### src/rtl/turn_timer_ctrl_if.sv
// Bus between the game control FSM / display logic and the turn timer
// controller. The game side drives the strobes and load value (master);
// the timer drives the countdown and status flags back (slave).
interface turn_timer_ctrl_if #(
    parameter int CNT_W = 4
);
    logic             start;
    logic             stop;
    logic             guess;
    logic [CNT_W-1:0] load_val;
    logic [1:0]       speed_sel;
    logic [CNT_W-1:0] count;
    logic             tick;
    logic             running;
    logic             expired;
    logic             timeout;

    modport master (
        output start, stop, guess, load_val, speed_sel,
        input  count, tick, running, expired, timeout
    );

    modport slave (
        input  start, stop, guess, load_val, speed_sel,
        output count, tick, running, expired, timeout
    );
endinterface

### src/rtl/turn_timer_ctrl.sv
// Hangman turn timer controller: sequences a rate divider and a one-digit
// countdown, handles start / pause-resume / guess-restart strobes and flags
// a timeout to the game FSM. All outputs are registered.
//
// Optional feature macro: TURN_TIMER_AUTO_RELOAD_EN
//   When defined, expiry reloads the countdown from load_val and keeps
//   running instead of entering DONE (a zero load_val still enters DONE).
module turn_timer_ctrl #(
    parameter int PERIOD_W    = 28,
    parameter int BASE_PERIOD = 50000000,
    parameter int CNT_W       = 4
) (
    input  logic              clock,
    input  logic              reset,
    turn_timer_ctrl_if.slave  tt
);

    typedef enum logic [1:0] {
        ST_IDLE  = 2'd0,
        ST_RUN   = 2'd1,
        ST_PAUSE = 2'd2,
        ST_DONE  = 2'd3
    } state_t;

    localparam logic [PERIOD_W-1:0] BASE_P = PERIOD_W'(BASE_PERIOD);
    localparam logic [PERIOD_W-1:0] P_ZERO = {PERIOD_W{1'b0}};
    localparam logic [PERIOD_W-1:0] P_ONE  = {{(PERIOD_W-1){1'b0}}, 1'b1};
    localparam logic [CNT_W-1:0]    C_ZERO = {CNT_W{1'b0}};
    localparam logic [CNT_W-1:0]    C_ONE  = {{(CNT_W-1){1'b0}}, 1'b1};

    state_t              state_r;
    state_t              state_next_s;
    logic [CNT_W-1:0]    count_r;
    logic [CNT_W-1:0]    count_next_s;
    logic [PERIOD_W-1:0] div_r;
    logic [PERIOD_W-1:0] div_next_s;
    logic [PERIOD_W-1:0] period_r;
    logic [PERIOD_W-1:0] period_next_s;
    logic                wrap_evt_s;
    logic                expire_evt_s;

    // Shared reload decision used by start and guess.
    state_t              load_state_s;
    logic [CNT_W-1:0]    load_count_s;
    logic                load_expire_s;

    logic                tick_s;
    logic                expired_s;
    logic                running_s;
    logic                timeout_s;
    logic                tick_r;
    logic                expired_r;
    logic                running_r;
    logic                timeout_r;

    // Reload outcome: a zero load value expires immediately into DONE.
    always_comb begin
        if (tt.load_val == C_ZERO) begin
            load_state_s  = ST_DONE;
            load_count_s  = C_ZERO;
            load_expire_s = 1'b1;
        end else begin
            load_state_s  = ST_RUN;
            load_count_s  = tt.load_val;
            load_expire_s = 1'b0;
        end
    end

    // Next-state and datapath: priority start > stop > guess > divider wrap.
    always_comb begin
        state_next_s  = state_r;
        count_next_s  = count_r;
        div_next_s    = div_r;
        period_next_s = period_r;
        wrap_evt_s    = 1'b0;
        expire_evt_s  = 1'b0;
        if (tt.start) begin
            // Start is honoured in every state and re-latches the speed.
            state_next_s  = load_state_s;
            count_next_s  = load_count_s;
            div_next_s    = P_ZERO;
            period_next_s = BASE_P >> tt.speed_sel;
            expire_evt_s  = load_expire_s;
        end else begin
            case (state_r)
                ST_IDLE: begin
                    state_next_s = ST_IDLE;
                end
                ST_RUN: begin
                    if (tt.stop) begin
                        // Freeze divider and count where they are.
                        state_next_s = ST_PAUSE;
                    end else if (tt.guess) begin
                        state_next_s = load_state_s;
                        count_next_s = load_count_s;
                        div_next_s   = P_ZERO;
                        expire_evt_s = load_expire_s;
                    end else if (div_r == (period_r - P_ONE)) begin
                        wrap_evt_s = 1'b1;
                        div_next_s = P_ZERO;
                        if (count_r <= C_ONE) begin
                            expire_evt_s = 1'b1;
`ifdef TURN_TIMER_AUTO_RELOAD_EN
                            state_next_s = load_state_s;
                            count_next_s = load_count_s;
`else
                            state_next_s = ST_DONE;
                            count_next_s = C_ZERO;
`endif
                        end else begin
                            count_next_s = count_r - C_ONE;
                        end
                    end else begin
                        div_next_s = div_r + P_ONE;
                    end
                end
                ST_PAUSE: begin
                    // Resume continues from the frozen divider value.
                    if (tt.stop) begin
                        state_next_s = ST_RUN;
                    end else begin
                        state_next_s = ST_PAUSE;
                    end
                end
                ST_DONE: begin
                    count_next_s = C_ZERO;
                end
                default: begin
                    state_next_s = ST_IDLE;
                    count_next_s = C_ZERO;
                    div_next_s   = P_ZERO;
                end
            endcase
        end
    end

    // Output decode from the upcoming state so flags line up with the state.
    always_comb begin
        tick_s    = wrap_evt_s;
        expired_s = expire_evt_s;
        running_s = (state_next_s == ST_RUN);
        timeout_s = (state_next_s == ST_DONE);
    end

    // State, datapath and output registers with synchronous reset.
    always_ff @(posedge clock) begin
        if (reset) begin
            state_r   <= ST_IDLE;
            count_r   <= C_ZERO;
            div_r     <= P_ZERO;
            period_r  <= BASE_P;
            tick_r    <= 1'b0;
            expired_r <= 1'b0;
            running_r <= 1'b0;
            timeout_r <= 1'b0;
        end else begin
            state_r   <= state_next_s;
            count_r   <= count_next_s;
            div_r     <= div_next_s;
            period_r  <= period_next_s;
            tick_r    <= tick_s;
            expired_r <= expired_s;
            running_r <= running_s;
            timeout_r <= timeout_s;
        end
    end

    assign tt.count   = count_r;
    assign tt.tick    = tick_r;
    assign tt.expired = expired_r;
    assign tt.running = running_r;
    assign tt.timeout = timeout_r;

endmodule
### src/flat_wrapper.sv
// flat-port wrapper written by rule: the top's interface ports become plain ports
module turn_timer_ctrl_flat 
#(
    parameter int PERIOD_W    = 28,
    parameter int BASE_PERIOD = 50000000,
    parameter int CNT_W       = 4
)
  (clock, reset, tt_start, tt_stop, tt_guess, tt_load_val, tt_speed_sel, tt_count, tt_tick, tt_running, tt_expired, tt_timeout);
  turn_timer_ctrl_if #(.CNT_W(CNT_W)) tt_i ();
  input  logic clock;
  input  logic reset;
  input wire logic [$bits(tt_i.start)-1:0] tt_start;
  input wire logic [$bits(tt_i.stop)-1:0] tt_stop;
  input wire logic [$bits(tt_i.guess)-1:0] tt_guess;
  input wire logic [$bits(tt_i.load_val)-1:0] tt_load_val;
  input wire logic [$bits(tt_i.speed_sel)-1:0] tt_speed_sel;
  output wire logic [$bits(tt_i.count)-1:0] tt_count;
  output wire logic [$bits(tt_i.tick)-1:0] tt_tick;
  output wire logic [$bits(tt_i.running)-1:0] tt_running;
  output wire logic [$bits(tt_i.expired)-1:0] tt_expired;
  output wire logic [$bits(tt_i.timeout)-1:0] tt_timeout;
  assign tt_i.start = tt_start;
  assign tt_i.stop = tt_stop;
  assign tt_i.guess = tt_guess;
  assign tt_i.load_val = tt_load_val;
  assign tt_i.speed_sel = tt_speed_sel;
  assign tt_count = tt_i.count;
  assign tt_tick = tt_i.tick;
  assign tt_running = tt_i.running;
  assign tt_expired = tt_i.expired;
  assign tt_timeout = tt_i.timeout;
  turn_timer_ctrl #(.PERIOD_W(PERIOD_W), .BASE_PERIOD(BASE_PERIOD), .CNT_W(CNT_W)) u_core (.clock(clock), .reset(reset), .tt(tt_i));
endmodule
### config.mk
export PLATFORM = sky130hd
export DESIGN_NAME = turn_timer_ctrl_flat
export DESIGN_NICKNAME = d
export VERILOG_FILES = /design/src/rtl/turn_timer_ctrl_if.sv /design/src/rtl/turn_timer_ctrl.sv /design/src/flat_wrapper.sv
export SDC_FILE = /design/constraint.sdc
export NUM_CORES = 1
export LEC_CHECK = 0
export BUFFER_PORTS_ARGS = -buffer_cell sky130_fd_sc_hd__buf_2
export CAP_MARGIN = 10
export CORE_AREA = 2 2 71 123
export CTS_CLUSTER_SIZE = 40
export DETAILED_ROUTE_END_ITERATION = 7
export DIE_AREA = 0 0 73 125
export PLACE_DENSITY = 0.63
export SYNTH_ARGS = -nofsm -noshare
export SYNTH_HDL_FRONTEND = slang
export SYNTH_SLANG_ARGS = --single-unit
### constraint.sdc
create_clock -name clock -period 2.6 [get_ports clock]
set_clock_uncertainty 0.15 [all_clocks]
set_input_delay 0.39 -clock clock [delete_from_list [all_inputs] [get_ports clock]]
set_output_delay 0.39 -clock clock [all_outputs]
set_load 0.05 [all_outputs]
==> results of run 1 <==
==> sequential cells by signal, summed over array words and instances (netlist names) <==
name and cells:
u_core.tt.count 4, u_core.tt.timeout 1, u_core.tt.running 1, u_core.tt.expired 1
u_core.state_r 2, u_core.period_r 11, u_core.tt.tick 1, u_core.div_r 28
==> critical path, cell delays in order, from the launching register on <==
cell and delay [ns]:
dfxtp_2 0.33, buf_4 0.14, or4_4 0.51, nor2_4 0.13
xnor2_2 0.10, and4_4 0.19, a2111o_1 0.46, or4_1 0.48
o21ai_1 0.08
==> area by class of cell <==
cell class	count	share of cell area
clock buffers	6	0.0404
clock inverters	2	0.0109
inverters	17	0.0193
multi-input cells	280	0.509
flip-flops and latches	49	0.287
well taps	92	0.0335
repair buffers	51	0.100
==> metal layers <==
metal,wire (um),part of all wire
met2,4560,0.55
met1,2860,0.35
met4,517,0.063
met3,305,0.037
met5,0,0
==> worst paths after layout <==
kind	depth (start not counted)	start	slack (ns)	end
max	8	u_core.period_r[5]	-0.04	u_core.div_r[26]
min	3	tt_speed_sel[1]	0.26	u_core.period_r[10]
max reg2reg	8	u_core.period_r[5]	-0.04	u_core.div_r[26]
min reg2reg	2	u_core.div_r[1]	0.35	u_core.div_r[1]
==> cells by family after synthesis <==
kind of cell	after synthesis
compound gates	66
simple gates	181
mux	9
buf+inv	30
fa+ha+maj	4
flops	49
xor+xnor	20
==> cell usage after synthesis, drive strengths merged, types with 5 or more instances <==
| cell | n | area, um^2 |
|---|---|---|
| nor2b | 5 | 31.3 |
| a21o | 6 | 45.0 |
| nor4 | 10 | 62.6 |
| nand4 | 10 | 62.6 |
| inv | 16 | 60.1 |
| xor2 | 10 | 87.6 |
| mux2i | 6 | 60.1 |
| xnor2 | 10 | 87.6 |
| a21oi | 18 | 90.1 |
| nor3 | 17 | 85.1 |
| dfxtp | 49 | 981 |
| and2 | 6 | 37.5 |
| nand2 | 39 | 146 |
| nor2 | 39 | 149 |
| nand3 | 22 | 110 |
| o21ai | 22 | 110 |
| clkbuf | 10 | 37.5 |
| nor3b | 5 | 37.5 |
| and3 | 9 | 56.3 |
==> timing repair <==
action,CTS,global route
hold buffers,0,0
setup buffers,2,2
resized for setup,6,15
pin swaps,3,1
hold endpoints to repair,0,0
endpoints found under the setup margin,4,21
==> power by group <==
group	internal, mW	total [mW]	switching [mW]
combinational	0.0961	0.246	0.150
sequential	0.770	0.795	0.0246
clock	0.480	0.777	0.296
total	1.35	1.82	0.471
==> summary.txt, run 1 <==
Run status
  – Outcome: complete, but fails checks
  – Failing checks: setup timing

Hold path
  – Type of the most critical hold path: in -> reg

Layout
  – Layout cells sized above 1: 0.205
  – Final Cell Area: 0.00344 mm^2
  – Most frequent cells in the layout: dfxtp_1, nand2_1, nor2_1
  – # nets final: 419
  – Area of all sequential standard cells: 986 um^2
  – Multi-input gate area: 0.00175 mm^2
  – Most common cell after layout, fill and taps aside: dfxtp_1
  – Number of fillers in the final layout: 826
  – Util after Layout: 0.419
  – Layout area overhead: 23.7%
  – Finished Layout Cells: 497
  – Inserted Diodes: 0

Yosys
  – Adder-cell share of the synthesized area: 0.0180
  – Synth Instances: 359
  – Asr flop ratio synth: 0
  – Avg Cell Area, Syn: 7.75 um^2
  – Number of flops mapped to enable cells by yosys: 0
  – #FFs+latches synth: 49
  – Top_reg_cell synth: dfxtp_1
  – Post-synthesis sequential area ratio: 0.353
  – Post-Synth XOR/XNOR Area: 0.0630
  – Synth Area in Simple Gates: 0.341
  – Mapped Nets: 374
  – Multiplexer share of the synthesized area: 0.0337
  – Largest family of logic cells by synthesized area: simple AND/OR/NAND/NOR gates
  – Yosys warnings: 0
  – Synth Area in Compound Gates: 0.147
  – Cell variety after synth: 52
  – Post-Syn Area: 0.00278 mm^2

STA
  – # setup viols final: 2
  – Final Worst Setup Slack: -0.0371 ns
  – Max Clock Freq: 0.379 GHz
  – Worst Tran Pin Value: 0.600 ns
  – Relative slew slack: 0.599
  – Final min period: 2.64 ns
  – RSZ-0062 raised after global routing: yes
  – Max-slew violations: 0
  – Setup TNS: -0.0625 ns
  – Fin crit share: 1.01
  – WHS: 0.259 ns
  – Final Hold Vio Count: 0

Placement
  – Routability Congestion: 0.900
  – Dpl cell area: 0.00317 mm^2
  – Number of port buffers: 18
  – Post-DP HPWL: 6350 um
  – Setup WS pre-CTS: -0.0122 ns
  – Placed cells: 485

Global routing
  – Met3 Usage GRT: 0.0290
  – Initial antenna violation count: 0
  – GRT met1 Usage: 0.183
  – Largest net degree at the start of global routing: 21
  – Grt ovf: 0
  – Busiest grt layer: met2
  – Number of global-route vias before repair: 2734
  – Overall Global Routing Usage: 0.189
  – Met2 Resource Use GR: 0.354
  – First-pass GRT wire length: 13500 um

Floorplanning
  – Die width: 73 um
  – Area of the die: 0.00913 mm^2
  – Initial Util: 0.339
  – Die height: 125 um
  – IO Pins: 19
  – Row count: 44
  – Core area: 0.00820 mm^2

Power and ir drop
  – IR Drop Worst-Case VDD: 0.339 mV
  – P_leak: 1.37 nW
  – Power per cell area: 528 mW/mm^2
  – Total power: 1.82 mW

Drt
  – Mean routed wirelength per cell: 16.6 um
  – Initial DRC Count: 139
  – Drt total wl: 8240 um
  – Vias: 2819
  – DRC: 0
  – Final ANT Viol Nets: 0
  – DR pass1 iterations: 4
  – Via/cell ratio: 5.67

Critical path
  – Type of destination of the critical path: register
  – Crit Path Category: reg -> reg
  – Startpoint types: register
  – Maximum fanout along the worst path: 4
  – CP required: 2.68 ns
  – Crit path arrival time: 2.72 ns

Clock tree
  – Root buf cell: clkbuf_16
  – Worst-Skew Late Latency: 0.30 ns
  – Clock tree sinks: 49
  – Htree depth: 2
  – Max Root-Sink Buffers: 2
  – Number of buffers created by CTS: 5
  – CTS tree: built
  – Clk slew on worst S/H paths: 0.07 ns

Flow run
  – Max cap viols: 0
(Power assumes the default switching activity.)
==> inputs of run 2 (changes only) <==
CORE_AREA = 2 2 74 129   (was 2 2 71 123)
DIE_AREA = 0 0 76 131   (was 0 0 73 125)
PLACE_DENSITY = 0.59   (was 0.63)
SKIP_LAST_GASP = 1   (was not set)
==> summary.txt, run 2 (synthesis gave the netlist of run 1 again) <==
Run status
  – Outcome: complete, but fails checks
  – Failing checks: setup timing

Global routing
  – Grt ovf: 0 (unchanged)
  – Overall Global Routing Usage: 0.168 (-0.0209)
  – First-pass GRT wire length: 13100 um (-2.9%)
  – Largest net degree at the start of global routing: 21 (unchanged)
  – Number of global-route vias before repair: 2712 (-0.80%)
  – Initial antenna violation count: 0 (unchanged)

Critical path
  – Crit path arrival time: 2.77 ns (+0.05 ns)
  – Crit Path Category: reg -> reg
  – Maximum fanout along the worst path: 5 (+1)
  – Type of destination of the critical path: register
  – CP required: 2.69 ns (about the same)
  – Startpoint types: register

Floorplanning
  – Core area: 0.00892 mm^2 (+8.8%)
  – Initial Util: 0.312 (-0.0273)
  – Area of the die: 0.00996 mm^2 (+9.1%)
  – Die width: 76 um (+4.1%)
  – Die height: 131 um (+4.8%)
  – Row count: 46 (+4.5%)
  – IO Pins: 19 (unchanged)

Layout
  – Max FFs per register: 28 (unchanged)
  – Most common cell after layout, fill and taps aside: dfxtp_1
  – Layout cells sized above 1: 0.230 (+0.0253)
  – Number of fillers in the final layout: 895 (+8.4%)
  – Inserted Diodes: 0 (unchanged)
  – Top reg by flops: u_core.div_r
  – Most frequent cells in the layout: dfxtp_1, buf_4, nand2_1
  – Layout area overhead: 29.1%
  – Multi-input gate area: 0.00177 mm^2 (+1.3%)
  – # nets final: 431 (+2.9%)
  – Area of all sequential standard cells: 985 um^2 (-0.13%)
  – Util after Layout: 0.402 (-0.0171)

Clock tree
  – Root buf cell: clkbuf_16
  – Htree depth: 2 (unchanged)
  – Clk slew on worst S/H paths: 0.07 ns (about the same)
  – Max Root-Sink Buffers: 2 (unchanged)
  – Worst-Skew Late Latency: 0.30 ns (about the same)
  – Number of buffers created by CTS: 5 (unchanged)
  – CTS Hold Bufs: 0 (unchanged)
  – CTS tree: built
  – Clock tree sinks: 49 (unchanged)

Power and ir drop
  – IR Drop Worst-Case VDD: 0.452 mV (+33%)
  – P_leak: 1.42 nW (+3.9%)
  – Power per cell area: 503 mW/mm^2 (-4.8%)

STA
  – Final Worst Setup Slack: -0.0840 ns (-0.0469 ns)
  – Fin crit share: 1.03 (+0.0180)
  – WHS: 0.252 ns (-0.00643 ns)
  – RSZ-0062 raised after global routing: yes
  – Worst Tran Pin Value: 0.510 ns (-0.0900 ns)
  – Max-slew violations: 0 (unchanged)
  – Final min period: 2.68 ns (+0.0469 ns)
  – Max Clock Freq: 0.373 GHz (-1.7%)
  – # setup viols final: 5 (+3)
  – Relative slew slack: 0.659 (+0.0602)
  – Final Hold Vio Count: 0 (unchanged)

Hold path
  – Type of the most critical hold path: in -> reg

Drt
  – Drt total wl: 8110 um (-1.6%)
  – Via/cell ratio: 5.26 (-7.3%)
  – DR pass1 iterations: 4 (unchanged)
  – Initial DRC Count: 148 (+6.5%)
  – Mean routed wirelength per cell: 15.1 um (-8.9%)
  – DRC: 0 (unchanged)
  – Final ANT Viol Nets: 0 (unchanged)
  – Vias: 2823 (+0.14%)

Placement
  – Routability Congestion: 0.932 (+3.5%)
  – Setup WS pre-CTS: -0.0867 ns (-0.0745 ns)
  – Post-DP HPWL: 6260 um (-1.5%)
  – Number of port buffers: 18 (unchanged)

Flow run
  – Max cap viols: 0 (unchanged)
## run 2: cell types whose count changed in the layout (fill, tap and decap cells not counted), moves of 2 or more
cell,delta
o21ai_0,-3
buf_6,+3
buf_4,+9
o21ai_1,+2
## run 2: timing repair
item	in CTS	in global routing
pin swaps	5	4
setup endpoints to repair	11	25
resized for setup	12	23
gates cloned	0	1
buffers inserted	3	4
## run 2: metal layers
| metal | GRT usage | share of wire | vias to the layer above |
|---|---|---|---|
| li1 | - | - | 1398 |
| met2 | 0.335 | 0.54 | 64 |
| met4 | 0.110 | 0.064 | 0 |
| met3 | 0.0254 | 0.025 | 30 |
| met5 | 0 | 0 | - |
| met1 | 0.159 | 0.37 | 1331 |
## run 2: stage by stage
step / setup TNS, ns / area (um^2) / power (mW) / instances
2_1_floorplan: -0.117 / 2820 / 0.966 / 359
3_5_place_dp: -0.473 / 3260 / 1.05 / 521
6_report: -0.250 / 3590 / 1.81 / 537
4_1_cts: 0 / 3490 / 1.81 / 532
3_3_place_gp: -0.256 / 3260 / 1.04 / 521
5_1_grt: -1.44 / 3590 / 1.87 / 537
## run 2: final timing paths
path / start / endpoint / slack (ns) / depth (start not counted)
max: u_core.period_r[9] / u_core.div_r[24] / -0.08 / 8
min: tt_speed_sel[1] / u_core.period_r[10] / 0.25 / 3
max reg2reg: u_core.period_r[9] / u_core.div_r[24] / -0.08 / 8
min reg2reg: u_core.period_r[16] / u_core.period_r[16] / 0.35 / 2
## run 2: power by group
part	switching (mW)	internal [mW]
registers	0.0230	0.770
logic	0.152	0.109
clock network	0.296	0.456
## run 2: layout make-up
type                       count  share of cell area
clock buffer                   6              0.0359
timing repair buffer          63               0.124
tap                          120              0.0418
multi-input combinational    280               0.494
sequential                    49               0.274
clock inverter                 2              0.0108
inverter                      17              0.0185
## run 2: worst max-delay path, stage by stage (launching register included)
cell	delay, ns
dfxtp_2	0.34
buf_6	0.13
buf_4	0.14
o32ai_1	0.41
nor4_1	0.12
and4_4	0.22
a2111o_1	0.49
or4_1	0.53
o21ai_1	0.08
==> inputs of run 3 (changes only) <==
CORE_AREA = 2 2 97 99   (was 2 2 74 129)
DIE_AREA = 0 0 99 101   (was 0 0 76 131)
==> summary.txt, run 3 (synthesis gave the netlist of run 1 again) <==
Critical path
  – Buf+Inv Stages, Crit Path: 2 (unchanged)
  – Worst reg-to-reg setup slack: -0.04 ns (+0.05 ns)
  – Crit path to: u_core.div_r[26]
  – Startpoint types: register
  – Maximum fanout along the worst path: 5 (unchanged)
  – Worst path slowest cell: or4_1
  – Critical path's top delay family: compound AO/OA/AOI/OAI gates
  – Reg2reg start: u_core.period_r[9]
  – Crit Path Category: reg -> reg
  – Type of destination of the critical path: register
  – Crit path arrival time: 2.72 ns (-0.05 ns)
  – CP required: 2.68 ns (about the same)
  – CP startpoint: u_core.period_r[9]
  – Critical path depth: 8 (unchanged)
  – CP max stage delay: 0.48 ns (-0.05 ns)
  – Worst Reg-to-Reg Cells: 8 (unchanged)
  – FF-to-FF End: u_core.div_r[26]
  – Crit-path cells: buf_6 > buf_12 > o32ai_1 > nor4_1 > and4_4 > a2111o_1 > or4_1 > o21ai_1

Run status
  – Outcome: complete, but fails checks
  – Failing checks: setup timing

Drt
  – Initial DRC Count: 111 (-25%)
  – DRC: 0 (unchanged)
  – Final ANT Viol Nets: 0 (unchanged)
  – Drt total wl: 7570 um (-6.7%)
  – DR pass1 iterations: 4 (unchanged)
  – Mean routed wirelength per cell: 14.7 um (-2.9%)
  – Via/cell ratio: 5.28 (+0.49%)
  – Vias: 2726 (-3.4%)

Layout
  – Number of fillers in the final layout: 906 (+1.2%)
  – Area of all sequential standard cells: 986 um^2 (+0.13%)
  – Final Cell Area: 0.00344 mm^2 (-4.3%)
  – Layout area overhead: 23.5%
  – Layout cells sized above 1: 0.205 (-0.0253)
  – Util after Layout: 0.383 (-0.0197)
  – Multi-input gate area: 0.00177 mm^2 (-0.42%)
  – Top reg by flops: u_core.div_r
  – Inserted Diodes: 0 (unchanged)
  – Most frequent cells in the layout: dfxtp_1, nand2_1, nor2_1
  – Max FFs per register: 28 (unchanged)
  – # nets final: 419 (-2.8%)
  – Most common cell after layout, fill and taps aside: dfxtp_1

Flow run
  – Max cap viols: 0 (unchanged)

STA
  – Fin crit share: 1.01 (-0.0180)
  – Max-slew violations: 0 (unchanged)
  – Final Hold Vio Count: 0 (unchanged)
  – Worst Tran Pin Value: 0.557 ns (+0.0468 ns)
  – Max Clock Freq: 0.379 GHz (+1.8%)
  – RSZ-0062 raised after global routing: yes
  – Final Worst Setup Slack: -0.0373 ns (+0.0468 ns)
  – Relative slew slack: 0.627 (-0.0313)
  – # setup viols final: 2 (-3)
  – Setup TNS: -0.0559 ns (+0.195 ns)
  – Final min period: 2.64 ns (-0.0468 ns)

Global routing
  – Overall Global Routing Usage: 0.151 (-0.0170)
  – Grt ovf: 0 (unchanged)
  – Largest net degree at the start of global routing: 21 (unchanged)
  – Number of global-route vias before repair: 2522 (-7.0%)
  – First-pass GRT wire length: 12300 um (-5.8%)
  – Initial antenna violation count: 0 (unchanged)

Clock tree
  – Worst-Skew Late Latency: 0.30 ns (about the same)
  – CTS tree: built
  – Clk slew on worst S/H paths: 0.09 ns (+0.02 ns)
  – Root buf cell: clkbuf_8
  – CTS Hold Bufs: 0 (unchanged)
  – Clock tree sinks: 49 (unchanged)
  – Number of buffers created by CTS: 5 (unchanged)
  – Max Root-Sink Buffers: 2 (unchanged)
  – Htree depth: 2 (unchanged)

Floorplanning
  – Core area: 0.00898 mm^2 (+0.63%)
  – IO Pins: 19 (unchanged)
  – Die height: 101 um (-23%)
  – Area of the die: 0.0100 mm^2 (+0.43%)
  – Row count: 35 (-24%)
  – Die width: 99 um (+30%)
  – Initial Util: 0.310 (-0.00196)

Power and ir drop
  – Combinational Power Share: 0.160 (+0.016)
  – Power per cell area: 471 mW/mm^2 (-6.4%)
  – IR Drop Worst-Case VDD: 0.299 mV (-34%)
  – P_int: 1.19 mW (-11%)
  – Seq pwr share: 0.490 (+0.051)
  – Switching Power: 425 uW (-9.5%)
  – P_leak: 1.34 nW (-5.7%)
  – Sw frac: 0.263 (+0.00249)
  – Clock Power Share: 0.350 (-0.067)

Placement
  – Post-DP HPWL: 5600 um (-10%)
  – Number of port buffers: 18 (unchanged)
  – Routability Congestion: 1.01 (+8.8%)
  – Dpl cell area: 0.00319 mm^2 (-2.3%)

Hold path
  – Type of the most critical hold path: in -> reg
  – Min-delay src: tt_speed_sel[0]
[run 3: worst min-delay path by stage]
| stage | slack [ns] | end | depth (start not counted) |
|---|---|---|---|
| floorplan | 0.31 | u_core.div_r[1] | 2 |
| global placement | 0.32 | u_core.div_r[1] | 2 |
| detailed placement | 0.33 | u_core.div_r[1] | 2 |
| CTS | 0.25 | u_core.period_r[10] | 3 |
| global route | 0.28 | u_core.period_r[9] | 3 |
| finish | 0.25 | u_core.period_r[9] | 3 |
[run 3: layer usage]
layer / global-route usage / routed length, um / vias to the layer above
met2: 0.252 / 3650 / 45
met5: 0 / 0 / -
met3: 0.0160 / 220 / 11
met1: 0.202 / 3540 / 1298
met4: 0.0580 / 155 / 0
li1: - / - / 1372
[run 3: final cells by class]
type,instances,area share
timing repair buffer,51,0.105
inverter,17,0.0193
tap,111,0.0404
sequential,49,0.287
clock buffer,7,0.0251
clock inverter,1,0.00874
multi-input combinational,280,0.514
[run 3: worst min-delay path, stage by stage]
cell,delay (ns)
buf_2,0.12
nand3_1,0.09
a21oi_1,0.06
[run 3: power by group through the flow]
stage / sequential [mW] / clock (mW) / combinational (mW)
finish: 0.793 / 0.566 / 0.258
global route: 0.796 / 0.616 / 0.283
CTS: 0.793 / 0.580 / 0.244
detailed placement: 0.809 / 0 / 0.233
global placement: 0.808 / 0 / 0.231
floorplan: 0.828 / 0 / 0.138
[run 3: timing repair]
item	CTS	global route
pin swaps	7	8
buffers inserted	5	3
setup endpoints to repair	20	22
gates resized for setup	12	13
[run 3: metrics by stage]
step	instances	power [mW]	hold WS [ns]	setup slack (ns)
5_1_grt	516	1.69	0.276	-0.140
2_1_floorplan	359	0.966	0.308	-0.0472
3_5_place_dp	502	1.04	0.334	-0.103
6_report	516	1.62	0.250	-0.0373
4_1_cts	514	1.62	0.245	-0.0420
3_3_place_gp	502	1.04	0.324	-0.117
